===== config.mk =====
export PLATFORM = sky130hd
export DESIGN_NAME = horizontal_timebase_flat
export DESIGN_NICKNAME = d
export VERILOG_FILES = /design/src/rtl/hslip_pkg.sv /design/src/rtl/horizontal_timebase_if.sv /design/src/rtl/hslip_lpsync.sv /design/src/rtl/horizontal_timebase.sv /design/src/flat_wrapper.sv
export SDC_FILE = /design/constraint.sdc
export NUM_CORES = 1
export LEC_CHECK = 0
export CAP_MARGIN = 20
export CORE_AREA = 2 2 54 107
export CTS_CLUSTER_DIAMETER = 200
export DETAILED_ROUTE_END_ITERATION = 10
export DIE_AREA = 0 0 56 109
export GPL_TIMING_DRIVEN = 0
export PLACE_DENSITY_LB_ADDON = 0.08
export SLEW_MARGIN = 20
export SYNTH_ARGS = -nofsm -noshare
export SYNTH_HDL_FRONTEND = slang
export SYNTH_SLANG_ARGS = --single-unit

===== constraint.sdc =====
create_clock -name CLK -period 2.14 [get_ports CLK]
set_clock_uncertainty 0.15 [all_clocks]
set_input_delay 0.321 -clock CLK [delete_from_list [all_inputs] [get_ports CLK]]
set_output_delay 0.321 -clock CLK [all_outputs]
set_load 0.02 [all_outputs]

===== src/rtl/hslip_pkg.sv =====
// Shared timing constants and types for the SLIPSTREAM horizontal timebase.
package hslip_pkg;
    typedef logic [8:0] hpos_t;

    localparam hpos_t HTOTAL_PAL   = 9'd384;
    localparam hpos_t HTOTAL_NTSC  = 9'd381;
    localparam hpos_t HBLANK_START = 9'd336;
    localparam hpos_t HBLANK_END   = 9'd48;
    localparam hpos_t HSYNC_START  = 9'd352;
    localparam hpos_t HSYNC_END    = 9'd380;
    localparam hpos_t START_RST    = 9'd64;
    localparam hpos_t END_RST      = 9'd320;
    localparam hpos_t INTPOS_RST   = 9'h1FF;
endpackage


===== src/rtl/horizontal_timebase_if.sv =====
// CPU register bus of the horizontal timebase: write strobes, light-pen read strobes, read data.
interface horizontal_timebase_if;
    logic [7:0] WD;
    logic       HCNTL, HCNTH;
    logic       STARTL, STARTH;
    logic       ENDL, ENDH;
    logic       INTL, INTH;
    logic       LPRDL, LPRDH;
    logic [7:0] DOUT;
    logic       DOE;

    modport master (
        output WD, HCNTL, HCNTH, STARTL, STARTH, ENDL, ENDH, INTL, INTH, LPRDL, LPRDH,
        input  DOUT, DOE
    );
    modport slave (
        input  WD, HCNTL, HCNTH, STARTL, STARTH, ENDL, ENDH, INTL, INTH, LPRDL, LPRDH,
        output DOUT, DOE
    );
endinterface


===== src/rtl/hslip_lpsync.sv =====
// Two-flop synchroniser plus rising-edge detector for an asynchronous light-pen trigger.
module hslip_lpsync (
    input  logic CLK,
    input  logic RES,
    input  logic LPCLK,
    output logic rise
);
    logic s1, s2, s3;

    always_ff @(posedge CLK) begin
        if (RES) begin
            s1 <= 1'b0;
            s2 <= 1'b0;
            s3 <= 1'b0;
        end else begin
            s1 <= LPCLK;
            s2 <= s1;
            s3 <= s2;
        end
    end

    assign rise = s2 & ~s3;
endmodule


===== src/rtl/horizontal_timebase.sv =====
// Horizontal pixel counter with line-region decodes, raster interrupt and light-pen latch.
module horizontal_timebase
    import hslip_pkg::*;
(
    input  logic                  CLK,
    input  logic                  RES,
    input  logic                  HCLKEN,
    input  logic                  DIAG,
    input  logic                  NTSC,
    input  logic                  LPCLK,
    horizontal_timebase_if.slave  bus,
    output hpos_t                 HC,
    output logic                  HD1,
    output logic                  NEXTH,
    output logic                  HSYNC,
    output logic                  HBLANKING,
    output logic                  HBORDER,
    output logic                  HVACTIVE,
    output logic                  HINT
);
    hpos_t start_pos, end_pos, intpos, lp;
    hpos_t htotal_m1;
    logic  en, lp_rise;

    assign en        = (HCLKEN | DIAG) & ~RES;
    assign htotal_m1 = (NTSC ? HTOTAL_NTSC : HTOTAL_PAL) - 9'd1;

    // CPU writes take precedence over the count advance in the same cycle.
    always_ff @(posedge CLK) begin
        if (RES) begin
            HC <= '0;
        end else if (bus.HCNTL || bus.HCNTH) begin
            HC <= {bus.HCNTH ? bus.WD[0] : HC[8], bus.HCNTL ? bus.WD : HC[7:0]};
        end else if (en) begin
            HC <= (HC >= htotal_m1) ? 9'd0 : HC + 9'd1;
        end
    end

    always_ff @(posedge CLK) begin
        if (RES) begin
            start_pos <= START_RST;
            end_pos   <= END_RST;
            intpos    <= INTPOS_RST;
        end else begin
            if (bus.STARTL) start_pos[7:0] <= bus.WD;
            if (bus.STARTH) start_pos[8]   <= bus.WD[0];
            if (bus.ENDL)   end_pos[7:0]   <= bus.WD;
            if (bus.ENDH)   end_pos[8]     <= bus.WD[0];
            if (bus.INTL)   intpos[7:0]    <= bus.WD;
            if (bus.INTH)   intpos[8]      <= bus.WD[0];
        end
    end

    always_ff @(posedge CLK) begin
        if (RES) HINT <= 1'b0;
        else     HINT <= en && (HC == intpos);
    end

    hslip_lpsync u_lpsync (
        .CLK   (CLK),
        .RES   (RES),
        .LPCLK (LPCLK),
        .rise  (lp_rise)
    );

    always_ff @(posedge CLK) begin
        if (RES)          lp <= '0;
        else if (lp_rise) lp <= HC;
    end

    assign HD1       = en && (HC == 9'd1);
    assign NEXTH     = en && (HC == htotal_m1);
    assign HSYNC     = (HC >= HSYNC_START) && (HC < HSYNC_END);
    assign HBLANKING = (HC >= HBLANK_START) || (HC < HBLANK_END);
    assign HVACTIVE  = (HC >= start_pos) && (HC < end_pos);
    assign HBORDER   = ~HVACTIVE & ~HBLANKING;

    always_comb begin
        bus.DOUT = 8'h00;
        bus.DOE  = 1'b0;
        if (bus.LPRDL) begin
            bus.DOUT = lp[7:0];
            bus.DOE  = 1'b1;
        end else if (bus.LPRDH) begin
            bus.DOUT = {7'b0, lp[8]};
            bus.DOE  = 1'b1;
        end
    end
endmodule


===== src/flat_wrapper.sv =====
// flat-port wrapper written by rule: the top's interface ports become plain ports
module horizontal_timebase_flat import hslip_pkg::*;
  (CLK, RES, HCLKEN, DIAG, NTSC, LPCLK, HC, HD1, NEXTH, HSYNC, HBLANKING, HBORDER, HVACTIVE, HINT, bus_WD, bus_HCNTL, bus_HCNTH, bus_STARTL, bus_STARTH, bus_ENDL, bus_ENDH, bus_INTL, bus_INTH, bus_LPRDL, bus_LPRDH, bus_DOUT, bus_DOE);
  horizontal_timebase_if bus_i ();
  input  logic CLK;
  input  logic RES;
  input  logic HCLKEN;
  input  logic DIAG;
  input  logic NTSC;
  input  logic LPCLK;
  output hpos_t HC;
  output logic HD1;
  output logic NEXTH;
  output logic HSYNC;
  output logic HBLANKING;
  output logic HBORDER;
  output logic HVACTIVE;
  output logic HINT;
  input wire logic [$bits(bus_i.WD)-1:0] bus_WD;
  input wire logic [$bits(bus_i.HCNTL)-1:0] bus_HCNTL;
  input wire logic [$bits(bus_i.HCNTH)-1:0] bus_HCNTH;
  input wire logic [$bits(bus_i.STARTL)-1:0] bus_STARTL;
  input wire logic [$bits(bus_i.STARTH)-1:0] bus_STARTH;
  input wire logic [$bits(bus_i.ENDL)-1:0] bus_ENDL;
  input wire logic [$bits(bus_i.ENDH)-1:0] bus_ENDH;
  input wire logic [$bits(bus_i.INTL)-1:0] bus_INTL;
  input wire logic [$bits(bus_i.INTH)-1:0] bus_INTH;
  input wire logic [$bits(bus_i.LPRDL)-1:0] bus_LPRDL;
  input wire logic [$bits(bus_i.LPRDH)-1:0] bus_LPRDH;
  output wire logic [$bits(bus_i.DOUT)-1:0] bus_DOUT;
  output wire logic [$bits(bus_i.DOE)-1:0] bus_DOE;
  assign bus_i.WD = bus_WD;
  assign bus_i.HCNTL = bus_HCNTL;
  assign bus_i.HCNTH = bus_HCNTH;
  assign bus_i.STARTL = bus_STARTL;
  assign bus_i.STARTH = bus_STARTH;
  assign bus_i.ENDL = bus_ENDL;
  assign bus_i.ENDH = bus_ENDH;
  assign bus_i.INTL = bus_INTL;
  assign bus_i.INTH = bus_INTH;
  assign bus_i.LPRDL = bus_LPRDL;
  assign bus_i.LPRDH = bus_LPRDH;
  assign bus_DOUT = bus_i.DOUT;
  assign bus_DOE = bus_i.DOE;
  horizontal_timebase u_core (.CLK(CLK), .RES(RES), .HCLKEN(HCLKEN), .DIAG(DIAG), .NTSC(NTSC), .LPCLK(LPCLK), .bus(bus_i), .HC(HC), .HD1(HD1), .NEXTH(NEXTH), .HSYNC(HSYNC), .HBLANKING(HBLANKING), .HBORDER(HBORDER), .HVACTIVE(HVACTIVE), .HINT(HINT));
endmodule

* Word-level counts from Yosys, hierarchy flattened *
Cells that the tools add are included.

storage, ports and cells
  word-level logic and storage cells = 55
  register bits = 49
  output and inout bits = 25

operators by class
  mux-type cells = 10
  bitwise gates (word level) = 8
  add/sub/neg operators = 2
  $lt $le $gt $ge = 7
  equality and inequality tests = 5
  reduce and logical (&&, ||, !) cells = 10

operator list
  cell                 number
  $mux 9               3
  $mux 8               3
  $eq 9x9->1           2
  $ge 9x9->1           2
  $ge 9x9->1 const B   2
  $add 9x1->9 const B  1
  $eq 9x1->1 const B   1
  $lt 9x6->1 const B   1
  $lt 9x9->1           1
  $lt 9x9->1 const B   1
  $sub 9x1->9 const B  1
  $logic_and 1x1->1    5
  $mux 1               4
  $ne 2x2->1 const B   2
  $not 1->1            4
  $reduce_and 2->1     2
  $and 1x1->1          3
  $logic_or 1x1->1     2
  $reduce_bool 2->1    1
  $or 1x1->1           1

* Logic depth before layout (Yosys ltp) *
Gate-level depths: netlist (run 1).

  word-level depth = 6
  depth in mapped cells = 8
  mapped depth without buffers = 7

* Modules after synthesis *
A second synthesis (run 1) with hierarchy kept.

second synthesis, totals
  cell total of the unflattened synthesis = 308
  area total of the unflattened synthesis = 2727.6 um^2

modules (own cells, without submodules)
  module               area each (um^2)  instances  seq. area each (um^2)  cells an instance
  horizontal_timebase  2640.0            1          920.9                  301
  hslip_lpsync         87.6              1          60.1                   7

* Worst setup path before layout (run 1) *
Ideal clock, no wire load.

  kind = reg2out
  start = reg u_core.HC[0]
  end = out HBORDER
  data required time = 1.669 ns
  cell stages (with the launch flop) = 8
  slack = -0.469 ns
  arrival time = 2.138 ns
  cell sequence = dfxtp_1 -> inv_1 -> ha_1 -> nor2b_1 -> o21ai_0 -> a21oi_1 -> a211oi_1 -> nor2_1

on the way
  word-level cells in the longest chain between the ends = 4

ends and longest elaborated chain
  what                                             RTL line                   source
  start, declared                                  horizontal_timebase.sv:12  output hpos_t HC,
  start signal, assigned                           horizontal_timebase.sv:33  HC <= {bus.HCNTH ? bus.WD[0] : HC[8], bus.HCNTL ? bus.WD : HC[7:0]};
  start signal, assigned                           horizontal_timebase.sv:35  HC <= (HC >= htotal_m1) ? 9'd0 : HC + 9'd1;
  $ge 9x9->1 / $lt 9x9->1 (equally long branches)  horizontal_timebase.sv:75  assign HVACTIVE = (HC >= start_pos) && (HC < end_pos);
  $logic_and 1x1->1 (*)                            horizontal_timebase.sv:75
  via HVACTIVE                                     flat_wrapper.sv:17         output logic HVACTIVE;
  $not 1->1 (*)                                    horizontal_timebase.sv:76  assign HBORDER = ~HVACTIVE & ~HBLANKING;
  $and 1x1->1 (*)                                  horizontal_timebase.sv:76
  end, declared                                    flat_wrapper.sv:16         output logic HBORDER;

The timed path passes the listed nets; every way through them passes the cells marked *.

* Worst setup path after layout (run 1) *
  start = reg u_core.end_pos[7]
  end = out HBORDER

on the way
  word-level cells in the longest chain between the ends = 4

ends and longest elaborated chain
  what                    RTL line                   source
  start, declared         horizontal_timebase.sv:21  hpos_t start_pos, end_pos, intpos, lp;
  start signal, assigned  horizontal_timebase.sv:47  if (bus.ENDL) end_pos[7:0] <= bus.WD;
  $lt 9x9->1              horizontal_timebase.sv:75
  $logic_and 1x1->1       horizontal_timebase.sv:75
  $not 1->1               horizontal_timebase.sv:76
  $and 1x1->1             horizontal_timebase.sv:76

Every way passes these cells.

==> run_results.csv, run 1 <==
group,metric,value,unit
timing,rsz0062_at_grt,"yes",
final_layout,area_occupied_by_registers,0.00101,mm2
clocking,cts_htree_levels,2,
setup_path,cp_cell_sequence,"inv_2 > ha_4 > nand4_1 > nor2_1 > a211o_1 > a211oi_4 > nor2_2 > buf_6",
timing,number_of_endpoints_failing_setup_at_the_final_stage,2,
setup_path,crit_slowest_cell,"sky130_fd_sc_hd__dfxtp_2",
floorplanning,floorplan.initialDensity,50.5,%
global_routing,overflow,0,
pwr,p_per_area,596,mW/mm2
global_routing,grt_first_pass_wirelength,11.9,mm
setup_path,kind_of_cell_with_the_highest_combined_delay_on_the_critical_path,"compound AO/OA/AOI/OAI gates",
synth,synth-seq-area-share,36.5,%
route,detail_route.iter0.violations,91,
setup_path,worst_setup_path_startpoint,"u_core.end_pos[7]",
timing,relSlewSlack,56.4,%
placed_design,numPortBuffers,43,
outcome,run_status,"complete, but fails checks",
setup_path,setup.worst_path.start_class,"register",
synth,netlist.area_leader.share,36.5,%
synth,postSynthCellCount,324,
setup_path,critical-path-max-stage-delay,340,ps
route,aggregate_routed_wire_length,7.10,mm
synth,synth.avg_cell_area,8.29,um2
placed_design,place.detailed.instances,427,
setup_path,cp.required,1670,ps
timing,finalMaxSlewViolations,0,
clocking,cts.clk_slew.worst_paths,90,ps
setup_path,critical_path.endpoint_type,"primary output",
synth,ys_warn_count,0,
final_layout,filler_cell_count,453,
floorplanning,die_area,0.00610,mm2
synth,yosys-top-cells-area,"sky130_fd_sc_hd__dfxtp_1 (36%), sky130_fd_sc_hd__ha_1 (9.8%), sky130_fd_sc_hd__mux2i_1 (8.9%)",
timing,holdWs,161,ps
global_routing,vias_in_the_first_global_route,2354,
synth,synth_cell_type_count,43,
floorplanning,boundaryPins,49,
route,remaining_drc_errors,0,
synth,synth.most_common_cell,"sky130_fd_sc_hd__dfxtp_1",
final_layout,areaGrowthSynthToFinish,30.4,%
route,drt_first_pass_iters,4,
clocking,clock-sinks,49,
timing,timing.final.crit_period,2320,ps
global_routing,maximum_number_of_pins_on_one_net_before_global_route_repair,15,
placed_design,place.gp.congestion,0.889,
pwr,power.leakage,0.00142,uW
final_layout,layout.nets,422,
final_layout,multi_input_comb_area,0.00169,mm2
global_routing,antenna_found_initial,0,
final_layout,fin_cells,438,
pwr,ir_worst_vdd,0.000439,V
global_routing,grt_use_total,24.7,%
synth,mappedNetlistNets,369,
synth,netlist_top_cells_count,"sky130_fd_sc_hd__dfxtp_1 (49), sky130_fd_sc_hd__nand2_1 (43), sky130_fd_sc_hd__nor2_1 (29), sky130_fd_sc_hd__a21oi_1 (26)",
timing,final-hold-violation-count,0,
route,vias_per_cell,5.58,
final_layout,final_cell_area,0.00350,mm2
floorplanning,floorplan.core_area,0.00533,mm2
synth,synth_top_flop_cell,"sky130_fd_sc_hd__dfxtp_1",
synth,synth-edff-count,0,
route,vias,2443,
placed_design,dp_hpwl,5.07,mm
synth,synthesis.area,0.00269,mm2
placed_design,placement.setup.worst_slack,-550,ps
floorplanning,dieWidth,56,um
final_layout,drive_gt1_share,17.7,%
worst_hold_path,origin_of_the_worst_min_delay_path,"bus_HCNTL",
setup_path,crit_path_max_fanout,3,
timing,layout_worst_path_cycle_share,108,%
timing,worst_slack,-178,ps
setup_path,timing_worst_setup_path_type,"reg2out",
clocking,clockBufferDepth,2,
route,route.antenna.remaining_nets,0,
outcome,violations,"negative setup slack",
synth,synth-async-reset-ratio,0,%
synth,yosys.area.top_type,"sky130_fd_sc_hd__dfxtp_1",
setup_path,critical_path_buf_inv_count,2,
final_layout,antenna-diode-count,0,
floorplanning,die-height,109,um
synth,yosys_register_bits,49,
floorplanning,fp-row-count,38,
timing,tightest_slew,654,ps
setup_path,worst-endpoint-arrival,1850,ps
clocking,clock_latency_of_the_later_clocked_register_in_the_worst_skew_pair,300,ps
setup_path,r2r-start,"u_core.HC[3]",
clocking,tritoncts,"built",
route,routed_wire_length_per_instance,16.2,um
clocking,post_cts_hold_buffer_count,0,
clocking,root_buffer,"sky130_fd_sc_hd__clkbuf_8",
placed_design,detailed_place.area,0.00321,mm2
timing,maxClockFrequency,431,MHz
flow_run,max_cap_viol_count,0,
worst_hold_path,worst_hold_path_type,"in2reg",
clocking,cts-buffers-inserted,5,
## logic make-up (layout without fill, tap and decap cells)
family	after synthesis	in the layout	share of synthesized area, %
multiplexers	24	24	8.94
flip-flops	49	49	36.5
adder cells (fa/ha/maj)	21	21	9.78
XOR/XNOR	9	9	2.93
buffers and inverters	45	99	7.40
AND/OR/NAND/NOR	121	121	21.4
AO/OA/AOI/OAI	55	55	13.1
## path summary, 6_finish.rpt
check | endpoint | slack (ps) | depth (start not counted)
min | u_core.HC[6] | 160 | 3
max reg2reg | u_core.HC[1] | 220 | 6
min reg2reg | u_core.lp[5] | 310 | 2
max | HBORDER | -180 | 8
## per-stage QoR
step / TNS, ps / utilization (%) / power, uW
global route: -602 / 65.8 / 2200
global placement: -3230 / 60.3 / 1490
floorplan: 0 / - / 1320
detailed placement: -3250 / 60.3 / 1500
CTS: -355 / 64.9 / 2090
finish: -338 / 65.8 / 2090
## report_power, final
group	switching, uW	internal [uW]	total (uW)
Clock	308	232	540
Combinational	288	248	536
Sequential	48.9	962	1010
Total	646	1440	2090
## per-layer routing
| layer | up-vias | wire (um) | GRT usage, % |
|---|---|---|---|
| li1 | 1217 | - | - |
| met1 | 1113 | 2930 | 30.8 |
| met2 | 93 | 3550 | 43.4 |
| met3 | 20 | 413 | 2.97 |
| met4 | 0 | 208 | 8.67 |
| met5 | - | 0 | 0 |
## layout by cell type (no fill, tap or decap), drive strengths merged, types with 3 or more instances in the layout
cell,instances
inv,24
dlygate4sd2,4
nand4,7
nand2b,3
a211oi,5
nor4,3
clkdlybuf4s50,32
ha,21
mux2i,24
xor2,5
nand2,43
a221oi,3
nand3,6
o21ai,6
and2,7
a21oi,27
buf,19
nor2,29
clkbuf,18
nor3,7
dfxtp,49
xnor2,4
o211ai,3
nor2b,7
## worst min-delay path, stage by stage
cell and delay [ps]:
sky130_fd_sc_hd__buf_6 100, sky130_fd_sc_hd__nand3_1 70, sky130_fd_sc_hd__o311ai_0 90
## registers in the layout, summed over array words and instances (netlist names)
register	count
u_core.start_pos	9
u_core.u_lpsync.s1	1
u_core.lp	9
u_core.u_lpsync.s3	1
u_core.HC	9
u_core.HINT	1
u_core.end_pos	9
u_core.u_lpsync.s2	1
u_core.intpos	9
## final cells by class
class / count / area share, %
plain buffers: 20 / 3.18
multi-input cells: 230 / 48.2
well taps: 60 / 2.14
repair buffers: 47 / 12.6
inverters: 24 / 2.57
clock inverters: 1 / 0.214
flip-flops and latches: 49 / 28.9
clock buffers: 7 / 2.18
## what timing repair did
item                                    CTS  global route
hold endpoints to repair                  0             0
endpoints found under the setup margin   15            10
pin swaps                                11             4
gates resized for setup                  71            12
setup buffers                             3             1
No activity file was read; power rests on OpenSTA's default activity.
==> run 2, diff against run 1 <==
Settings changed: CTS_CLUSTER_SIZE from default to 14, PLACE_DENSITY_LB_ADDON 0.08 to 0.2, SKIP_LAST_GASP from default to 1.
==> run 2 against run 1 <==
  * The run still ends with negative setup slack left
  * Via count rose by 1.2%
  * Core utilization fell by 0.45 points
  * First-iteration DRC count up 5.5%
  * Worst hold slack better by 16 ps
  * Register-to-register slack worse by 20 ps
  * Non-clock buffer count unchanged
  * Power increased by 1.9%
  * Critical path depth shrank 1
  * Count of clock-buffer cells in the layout unchanged
  * Cell area is 0.68% lower
  * Die area unchanged
  * Combinational power is 1% lower
  * Largest cell class unchanged
==> run_results.csv, run 2 (synthesis results as in run 1) <==
group,metric,value,unit
outcome,run_status,"complete, but fails checks",
outcome,violations,"negative setup slack",
timing,finalMaxSlewViolations,0,
route,aggregate_routed_wire_length,6.95,mm
timing,relSlewSlack,55.1,%
global_routing,vias_in_the_first_global_route,2474,
placed_design,placement.setup.worst_slack,-604,ps
timing,rsz0062_at_grt,"yes",
final_layout,drive_gt1_share,15.9,%
placed_design,place.gp.congestion,0.882,
floorplanning,die_area,0.00610,mm2
final_layout,multi_input_comb_area,0.00166,mm2
route,drt_first_pass_iters,4,
timing,setup_tns,-402,ps
final_layout,filler_cell_count,464,
final_layout,final_common_cell,"sky130_fd_sc_hd__nand2_1",
clocking,clock-sinks,49,
clocking,cts-buffers-inserted,5,
route,vias,2472,
setup_path,setup.worst_path.start_class,"register",
worst_hold_path,timing.hold.worst_path_depth,3,
final_layout,fin_util,65.4,%
timing,timing.final.crit_period,2350,ps
timing,layout_worst_path_cycle_share,110,%
timing,final-hold-violation-count,0,
global_routing,grt_use_total,23.9,%
setup_path,r2r-start,"u_core.HC[4]",
floorplanning,fp-row-count,38,
setup_path,cp.required,1670,ps
timing,number_of_endpoints_failing_setup_at_the_final_stage,2,
final_layout,antenna-diode-count,0,
placed_design,numPortBuffers,43,
timing,maxClockFrequency,426,MHz
clocking,tritoncts,"built",
route,remaining_drc_errors,0,
timing,holdWs,177,ps
floorplanning,floorplan.core_area,0.00533,mm2
floorplanning,boundaryPins,49,
final_layout,area_occupied_by_registers,0.00100,mm2
final_layout,areaGrowthSynthToFinish,29.5,%
timing,worst_slack,-206,ps
setup_path,critical_path.endpoint_type,"primary output",
worst_hold_path,origin_of_the_worst_min_delay_path,"bus_HCNTL",
clocking,clockBufferDepth,2,
route,route.antenna.remaining_nets,0,
floorplanning,dieWidth,56,um
global_routing,overflow,0,
global_routing,maximum_number_of_pins_on_one_net_before_global_route_repair,15,
clocking,post_cts_hold_buffer_count,0,
clocking,cts_htree_levels,2,
flow_run,max_cap_viol_count,0,
pwr,ir_worst_vdd,0.000613,V
final_layout,fin_cells,438,
timing,tightest_slew,674,ps
route,detail_route.iter0.violations,96,
worst_hold_path,worstHoldEndpoint,"u_core.HC[6]",
setup_path,timing_worst_setup_path_type,"reg2out",
final_layout,final_cell_mix,"sky130_fd_sc_hd__nand2_1 (42), sky130_fd_sc_hd__dfxtp_1 (38), sky130_fd_sc_hd__clkdlybuf4s50_1 (33)",
final_layout,layout.nets,422,
setup_path,reg2regPathDepth,6,
route,vias_per_cell,5.64,
worst_hold_path,worst_hold_path_type,"in2reg",
pwr,p_per_area,611,mW/mm2
pwr,power.leakage,0.00143,uW
clocking,clock_latency_of_the_later_clocked_register_in_the_worst_skew_pair,300,ps
setup_path,worst-endpoint-arrival,1880,ps
global_routing,grt_first_pass_wirelength,11.6,mm
placed_design,place.detailed.instances,427,
setup_path,ff2ff_setup_slack,200,ps
global_routing,antenna_found_initial,0,
setup_path,crit_path_max_fanout,5,
route,routed_wire_length_per_instance,15.9,um
clocking,root_buffer,"sky130_fd_sc_hd__clkbuf_8",
clocking,cts.clk_slew.worst_paths,90,ps
floorplanning,floorplan.initialDensity,50.5,%
placed_design,dp_hpwl,5.02,mm
floorplanning,die-height,109,um
setup_path,crit-reg2reg-capture,"u_core.HC[1]",
==> run 2: worst max path at each step <==
stage                         from       end  slack (ps)
2_1_floorplan         u_core.HC[6]   HBORDER          20
3_3_place_gp          u_core.HC[0]  HVACTIVE        -600
3_5_place_dp          u_core.HC[0]   HBORDER        -600
4_1_cts               u_core.HC[7]   HBORDER        -170
5_1_grt        u_core.start_pos[6]   HBORDER        -280
6_report              u_core.HC[7]   HBORDER        -210
==> run 2: area by class of cell <==
cell class / instances / share of cell area (%)
Clock inverter: 1 / 0.144
Multi-Input combinational cell: 230 / 47.6
Timing Repair Buffer: 48 / 12.9
Buffer: 19 / 2.98
Inverter: 24 / 2.59
Tap cell: 60 / 2.16
Clock buffer: 7 / 2.77
Sequential cell: 49 / 28.9
==> run 2: worst max-delay path, stage by stage (launching register included) <==
cell,delay [ps]
sky130_fd_sc_hd__dfxtp_4,390
sky130_fd_sc_hd__ha_4,260
sky130_fd_sc_hd__a21oi_2,150
sky130_fd_sc_hd__nand2_1,80
sky130_fd_sc_hd__a211o_1,290
sky130_fd_sc_hd__a211oi_4,200
sky130_fd_sc_hd__nor2_2,60
sky130_fd_sc_hd__buf_6,130
==> run 2: layer usage <==
| layer | vias to the layer above | global-route usage, % | routed length, um |
|---|---|---|---|
| li1 | 1223 | - | - |
| met1 | 1149 | 27.7 | 2770 |
| met2 | 83 | 42.8 | 3580 |
| met3 | 17 | 4.27 | 385 |
| met4 | 0 | 10.0 | 218 |
| met5 | - | 0 | 0 |
==> run 2: stage by stage <==
step	instance area, um2	total power (uW)
after floorplan	2710	1320
after global placement	3210	1490
after detailed placement	3210	1500
after CTS	3480	2140
after global routing	3480	2220
final	3480	2130
==> run 2: power breakdown <==
part | leakage, uW | total (uW) | switching [uW] | internal [uW]
Combinational | 0.000965 | 528 | 286 | 242
Sequential | 0.000408 | 1010 | 46.7 | 962
Clock | 0.0000542 | 590 | 298 | 293
Total | 0.00143 | 2130 | 630 | 1500
==> run 2: timing repair <==
item | in CTS | in global routing
resized for setup | 66 | 6
buffers inserted | 5 | 0
endpoints found under the setup margin | 15 | 8
gates cloned | 0 | 0
pin swaps | 8 | 2
